<file path="src/rtl/bcd_pkg.sv">
// Shared BCD conversion definitions. The reverse direction (BCD -> binary) and
// the forward direction (binary -> BCD) share this package.
//   Types   : conv_state_e (converter FSM states), conv_result_t (result payload)
//   Helpers : nibble_invalid() flags a BCD digit that is above 9
package bcd_pkg;

  localparam int unsigned NIBBLE_W       = 4;
  localparam int unsigned BCD_MAX_NIBBLE = 9;
  localparam int unsigned RES_W          = 8;
  localparam int unsigned BIN_MAX        = 255;

  // Reverse double-dabble: after a right shift, a digit >= 8 gets 3 taken off
  localparam int unsigned ADJ_THRESH     = 8;
  localparam int unsigned ADJ_VAL        = 3;

  // Forward double-dabble: before a left shift, a digit >= 5 gets 3 added
  localparam int unsigned FWD_ADJ_THRESH = 5;
  localparam int unsigned FWD_ADJ_VAL    = 3;

  typedef enum logic [1:0] {
    IDLE   = 2'd0,
    CONV   = 2'd1,
    FINISH = 2'd2
  } conv_state_e;

  typedef struct packed {
    logic [RES_W-1:0] bin;
    logic             ovf;
    logic             err;
  } conv_result_t;

  function automatic logic nibble_invalid(input logic [NIBBLE_W-1:0] nib);
    return nib > 4'(BCD_MAX_NIBBLE);
  endfunction

endpackage

</file>
<file path="src/rtl/bcd_nibble_sub3.sv">
// One digit of a reverse double-dabble step: subtract 3 when the (already
// shifted) digit is 8 or more.
//   i_nibble   : shifted BCD digit
//   o_nibble_c : corrected digit (combinational)
module bcd_nibble_sub3
  import bcd_pkg::*;
(
  input  logic [NIBBLE_W-1:0] i_nibble,
  output logic [NIBBLE_W-1:0] o_nibble_c
);

  always_comb begin
    o_nibble_c = i_nibble;
    if (i_nibble >= 4'(ADJ_THRESH)) begin
      o_nibble_c = i_nibble - 4'(ADJ_VAL);
    end
  end

endmodule

</file>
<file path="src/rtl/bcd2binary.sv">
// Packed BCD to binary converter using iterative reverse double-dabble.
// A conversion takes a fixed 11 clocks from the accepting edge to the done
// cycle, whatever the data. Results saturate at 255 (ovf) and invalid digits
// force a zero result with err.
//   clk, rst_n : clock, async active-low reset
//   start      : conversion request, only looked at in IDLE
//   bcd_in     : {hundreds, tens, ones}, captured on the accepting edge
//   busy       : conversion in progress
//   done       : one-cycle pulse when bin_out/ovf/err are refreshed
//   bin_out    : converted value (saturated)
//   ovf, err   : value above 255 / at least one digit above 9
module bcd2binary
  import bcd_pkg::*;
#(
  parameter int unsigned DIGITS = 3,   // only 3 digits are supported
  parameter int unsigned BIN_W  = 10
) (
  input  logic                  clk,
  input  logic                  rst_n,
  input  logic                  start,
  input  logic [4*DIGITS-1:0]   bcd_in,
  output logic                  busy,
  output logic                  done,
  output logic [7:0]            bin_out,
  output logic                  ovf,
  output logic                  err
);

  localparam int unsigned BCD_W = NIBBLE_W * DIGITS;
  localparam int unsigned SR_W  = BCD_W + BIN_W;
  localparam int unsigned CNT_W = 4;

  conv_state_e          r_state;
  conv_state_e          w_state_nxt;
  logic [SR_W-1:0]      r_sr;
  logic [SR_W-1:0]      w_sr_nxt;
  logic [CNT_W-1:0]     r_cnt;
  logic [CNT_W-1:0]     w_cnt_nxt;
  logic                 r_err_q;
  logic                 w_err_q_nxt;
  logic                 r_busy;
  logic                 w_busy_nxt;
  logic                 r_done;
  logic                 w_done_nxt;
  conv_result_t         r_result;
  conv_result_t         w_result_nxt;

  logic [SR_W-1:0]      w_shifted;
  logic [BCD_W-1:0]     w_bcd_adj;
  logic [SR_W-1:0]      w_iter;
  logic                 w_bcd_invalid;
  logic [BIN_W-1:0]     w_value;
  conv_result_t         w_result_fin;

  // One reverse double-dabble iteration: shift right, then fix each digit
  assign w_shifted = r_sr >> 1;

  for (genvar g = 0; g < DIGITS; g++) begin : g_nib
    bcd_nibble_sub3 u_sub3 (
      .i_nibble   (w_shifted[BIN_W + NIBBLE_W*g +: NIBBLE_W]),
      .o_nibble_c (w_bcd_adj[NIBBLE_W*g +: NIBBLE_W])
    );
  end

  assign w_iter = {w_bcd_adj, w_shifted[BIN_W-1:0]};

  // Any digit above 9 poisons the whole conversion
  always_comb begin
    w_bcd_invalid = 1'b0;
    for (int unsigned i = 0; i < DIGITS; i++) begin
      if (nibble_invalid(bcd_in[NIBBLE_W*i +: NIBBLE_W])) begin
        w_bcd_invalid = 1'b1;
      end
    end
  end

  // Final result formatting: error wins over overflow, overflow saturates
  assign w_value = r_sr[BIN_W-1:0];

  always_comb begin
    w_result_fin.bin = w_value[RES_W-1:0];
    w_result_fin.ovf = 1'b0;
    w_result_fin.err = 1'b0;
    if (r_err_q) begin
      w_result_fin.bin = '0;
      w_result_fin.err = 1'b1;
    end else if (w_value > BIN_W'(BIN_MAX)) begin
      w_result_fin.bin = '1;
      w_result_fin.ovf = 1'b1;
    end
  end

  // Next-state and next-register logic
  always_comb begin
    w_state_nxt  = r_state;
    w_sr_nxt     = r_sr;
    w_cnt_nxt    = r_cnt;
    w_err_q_nxt  = r_err_q;
    w_busy_nxt   = r_busy;
    w_done_nxt   = 1'b0;
    w_result_nxt = r_result;

    case (r_state)
      IDLE: begin
        if (start) begin
          w_state_nxt = CONV;
          w_sr_nxt    = {bcd_in, BIN_W'(0)};
          w_cnt_nxt   = '0;
          w_err_q_nxt = w_bcd_invalid;
          w_busy_nxt  = 1'b1;
        end
      end
      CONV: begin
        w_sr_nxt = w_iter;
        // Counter stops at BIN_W-1; the last iteration hands over to FINISH
        if (r_cnt == CNT_W'(BIN_W - 1)) begin
          w_state_nxt = FINISH;
        end else begin
          w_cnt_nxt = r_cnt + CNT_W'(1);
        end
      end
      FINISH: begin
        w_state_nxt  = IDLE;
        w_busy_nxt   = 1'b0;
        w_done_nxt   = 1'b1;
        w_result_nxt = w_result_fin;
      end
      default: begin
        w_state_nxt = IDLE;
        w_busy_nxt  = 1'b0;
      end
    endcase
  end

  // State and datapath registers
  always_ff @(posedge clk or negedge rst_n) begin
    if (!rst_n) begin
      r_state  <= IDLE;
      r_sr     <= '0;
      r_cnt    <= '0;
      r_err_q  <= 1'b0;
      r_busy   <= 1'b0;
      r_done   <= 1'b0;
      r_result <= '0;
    end else begin
      r_state  <= w_state_nxt;
      r_sr     <= w_sr_nxt;
      r_cnt    <= w_cnt_nxt;
      r_err_q  <= w_err_q_nxt;
      r_busy   <= w_busy_nxt;
      r_done   <= w_done_nxt;
      r_result <= w_result_nxt;
    end
  end

  assign busy    = r_busy;
  assign done    = r_done;
  assign bin_out = r_result.bin;
  assign ovf     = r_result.ovf;
  assign err     = r_result.err;

endmodule

</file>
<file path="config.mk">
export PLATFORM = sky130hd
export DESIGN_NAME = bcd2binary
export DESIGN_NICKNAME = d
export VERILOG_FILES = /design/src/rtl/bcd_pkg.sv /design/src/rtl/bcd_nibble_sub3.sv /design/src/rtl/bcd2binary.sv
export SDC_FILE = /design/constraint.sdc
export NUM_CORES = 1
export LEC_CHECK = 0
export BUFFER_PORTS_ARGS = -buffer_cell sky130_fd_sc_hd__buf_2
export CORE_ASPECT_RATIO = 1.2
export CORE_UTILIZATION = 64
export CTS_BUF_LIST = sky130_fd_sc_hd__clkbuf_4 sky130_fd_sc_hd__clkbuf_8
export DETAILED_ROUTE_END_ITERATION = 16
export PLACE_DENSITY = 0.87
export SKIP_LAST_GASP = 1
export SLEW_MARGIN = 10
export SYNTH_ARGS = -nofsm -noshare
export SYNTH_HDL_FRONTEND = slang
export SYNTH_HIERARCHICAL = 1
export SYNTH_SLANG_ARGS = --single-unit
</file>
<file path="constraint.sdc">
create_clock -name clk -period 3 [get_ports clk]
set_input_delay 0.15 -clock clk [delete_from_list [all_inputs] [get_ports clk]]
set_output_delay 0.15 -clock clk [all_outputs]
set_load 0.02 [all_outputs]
</file>
==> results.md <==
* CP peak stage delay at 0.88 ns
* Placed cells at 246
* H-tree Lvls at 2
* Maximum clock path buffer count at 2
* Mapped Cells at 191
* Final Non-Filler Cells at 255
* Chip Width at 53.2 um
* Synth top cells by count: 41 x dfrtp_1, 29 x nand2_1, 21 x o21ai_0
* Area growth, synth to finish at 10.1%
* Largest net degree at the start of global routing at 42
* Post-synth top area cell: dfrtp_1
* Vias per Instance at 5.53
* Unrepaired setup endpoints after global routing: false
* Yosys warns at 6
* Drt first-iter violations at 31
* Design Area, Final at 0.00222 mm^2
* Crit. End Element: flop
* Core Box Area at 0.00289 mm^2
* Fillers at 195
* Share of the synthesized area in the top cell type at 51.0%
* Layout Nets at 243
* GR Util met2 at 41.9%
* Max-Cap Viols at 0
* Total track usage at 25.2%
* Routed Antenna Nets at 0
* Ys flop type: dfrtp_1
* Worst clock skew at 0.00670 ns
* IO Pins at 27
* Root buf cell: clkbuf_4
* Final min period at 1.73 ns
* CP Class: reg2reg
* I/O Buffers at 26
* TNS Setup at 0 ns
* FMAX at 578 MHz
* FP Rows at 21
* Register area share after synthesis at 51.0%
* Mapped Avg Cell Area at 10.5 um^2
* Worst slew margin at 27.1%
* CTS tree: built
* CTS Hold Buffers Added at 1
* Yosys cell types at 32
* Initial Util at 69.7%
* Register bit total from synthesis at 41
* Die height at 63.4 um
* GRT met3 Usage at 7.25%
* Routed wire per std cell at 14.1 um
* Worst path slowest cell: o21bai_2
* Crit path from: r_state[0]
* Die area at 0.00338 mm^2
* Global-route wire length before repair at 6.08 mm
* Vias in the first global route at 1417
* Final Hold Fails at 0
* CP Launch Type: flop
* GR peak layer: met2
* Worst-path clk slew at 0.12 ns
* Cell Area, Synth at 0.00201 mm^2
* N_diodes at 0
* Global route overflow at 0
* P_leak at 1.14 nW
* Worst path required time at 3.19 ns
* Post-CTS setup buffer count at 0
* Final setup fails at 0
* Slew @ Worst Pin at 1.09 ns
* GR Layer Usage met1 at 29.2%
* Reg2reg path depth at 2
* Share of cells above drive strength 1 at 19.0%
* Peak supply drop at 563 uV
* Pwr/cell area at 1030 mW/mm^2
* Most common cell in the synthesized netlist: dfrtp_1
* Worst skew pair latency at 0.35 ns
* Critical Path AT at 1.92 ns
* Total Wirelength at 3.59 mm
* Synth area leaders: dfrtp_1 51%, mux2i_1 7.0%, nand2_1 5.4%, o21ai_0 5.2%, ha_1 5.0%
* Crit path cell chain: o21bai_2 -> o21ai_0
* Total CTS buffers at 5
* Via Count at 1411
* Hold Crit Start: bcd_in[4]
* DP Wirelength at 2.64 mm
* Drc violations at 0
* Routability cong. at 0.706
* Status: finished clean
* DP Area at 0.00215 mm^2
* Max Slew Vio Count at 0
* CTS resizes at 0
* Tightest Hold Check Type: in2reg
* Max FO, Critical Path at 33
* Final period util at 57.7%
* Number of flops mapped to enable cells by yosys at 0
* Fraction of registers with async set/reset at 100%
* Pre-Repair DR Iteration Count at 4
* Initial antenna violation count at 0
* R2r startpoint: r_state[0]
* Hold Path Stages at 3
* TritonCTS Sinks at 41
per-stage QoR:
step	total power [mW]	hold slack, ns	util, %	setup WS, ns
finish	2.29	0.0819	76.7	1.27
global route	2.48	0.0841	76.7	1.06
CTS	2.30	0.0691	76.7	1.26
detailed placement	2.03	0.310	74.4	1.27
global placement	1.93	0.293	74.4	1.41
floorplan	1.79	-0.146	-	1.69
metal layers:
layer,up-vias,part of all wire (%)
li1,704,-
met1,662,42
met2,34,53
met3,11,3.6
met4,0,1.9
met5,-,0
power by group:
group	switching, mW	internal [mW]	leakage [nW]	total, mW
registers	0.238	0.800	0.524	1.04
logic	0.543	0.440	0.590	0.983
clock network	0.178	0.0884	0.0310	0.266
kinds of logic (layout without fill, tap and decap cells):
logic type | count (synthesis) | count (layout) | share of synthesized area [%]
fa+ha+maj | 8 | 8 | 4.97
xor+xnor | 6 | 6 | 2.61
simple gates | 53 | 53 | 13.0
compound gates | 46 | 46 | 14.8
other cells | 1 | 5 | 0.186
flops | 41 | 41 | 51.0
buf+inv | 20 | 46 | 5.22
mux | 16 | 16 | 8.27
critical path: cells and delay by family (launching register included):
family             cells  cell delay, ns
AOI/OAI and AO/OA      2            1.12
DFF                    1            0.45
state kept, by name (all words and copies together), names as in the netlist:
register	count
ovf	1
r_state	2
err	1
bin_out	8
r_sr	22
r_cnt	4
busy	1
r_err_q	1
done	1
cell type report:
cell class | instances | area, um^2 | area share, %
Inverter | 9 | 33.8 | 1.52
Tap cell | 34 | 42.5 | 1.92
Multi-Input combinational cell | 134 | 903 | 40.8
Clock inverter | 3 | 17.5 | 0.791
Timing Repair Buffer | 29 | 155 | 7.00
Sequential cell | 41 | 1030 | 46.3
Clock buffer | 5 | 37.5 | 1.69
final timing paths:
| kind | endpoint | slack, ns |
|---|---|---|
| setup / recovery | r_sr[16] | 1.27 |
| hold / removal | r_sr[14] | 0.08 |
| setup reg to reg | r_sr[16] | 1.27 |
| hold reg to reg | bin_out[4] | 0.48 |
| max in group asynchronous | bin_out[4] | 2.01 |
| min in group asynchronous | bin_out[6] | 0.45 |
cells in the final DEF, fill, tap and decap left out, types with 2 or more instances in the layout:
cell type / netlist / final
conb_1: 1 / 5
o21ai_0: 21 / 21
nor2_1: 8 / 8
ha_1: 8 / 8
xor2_1: 3 / 3
dfrtp_1: 41 / 41
a22o_1: 10 / 10
a21oi_1: 4 / 4
clkinv_2: 0 / 2
nor2b_1: 4 / 3
buf_2: 5 / 26
inv_1: 9 / 9
nand2b_1: 5 / 5
buf_4: 2 / 2
xnor2_1: 3 / 3
o31ai_1: 8 / 8
mux2i_1: 14 / 14
clkbuf_4: 0 / 5
nand2_1: 29 / 29
Power figures use the tool's default switching activity.
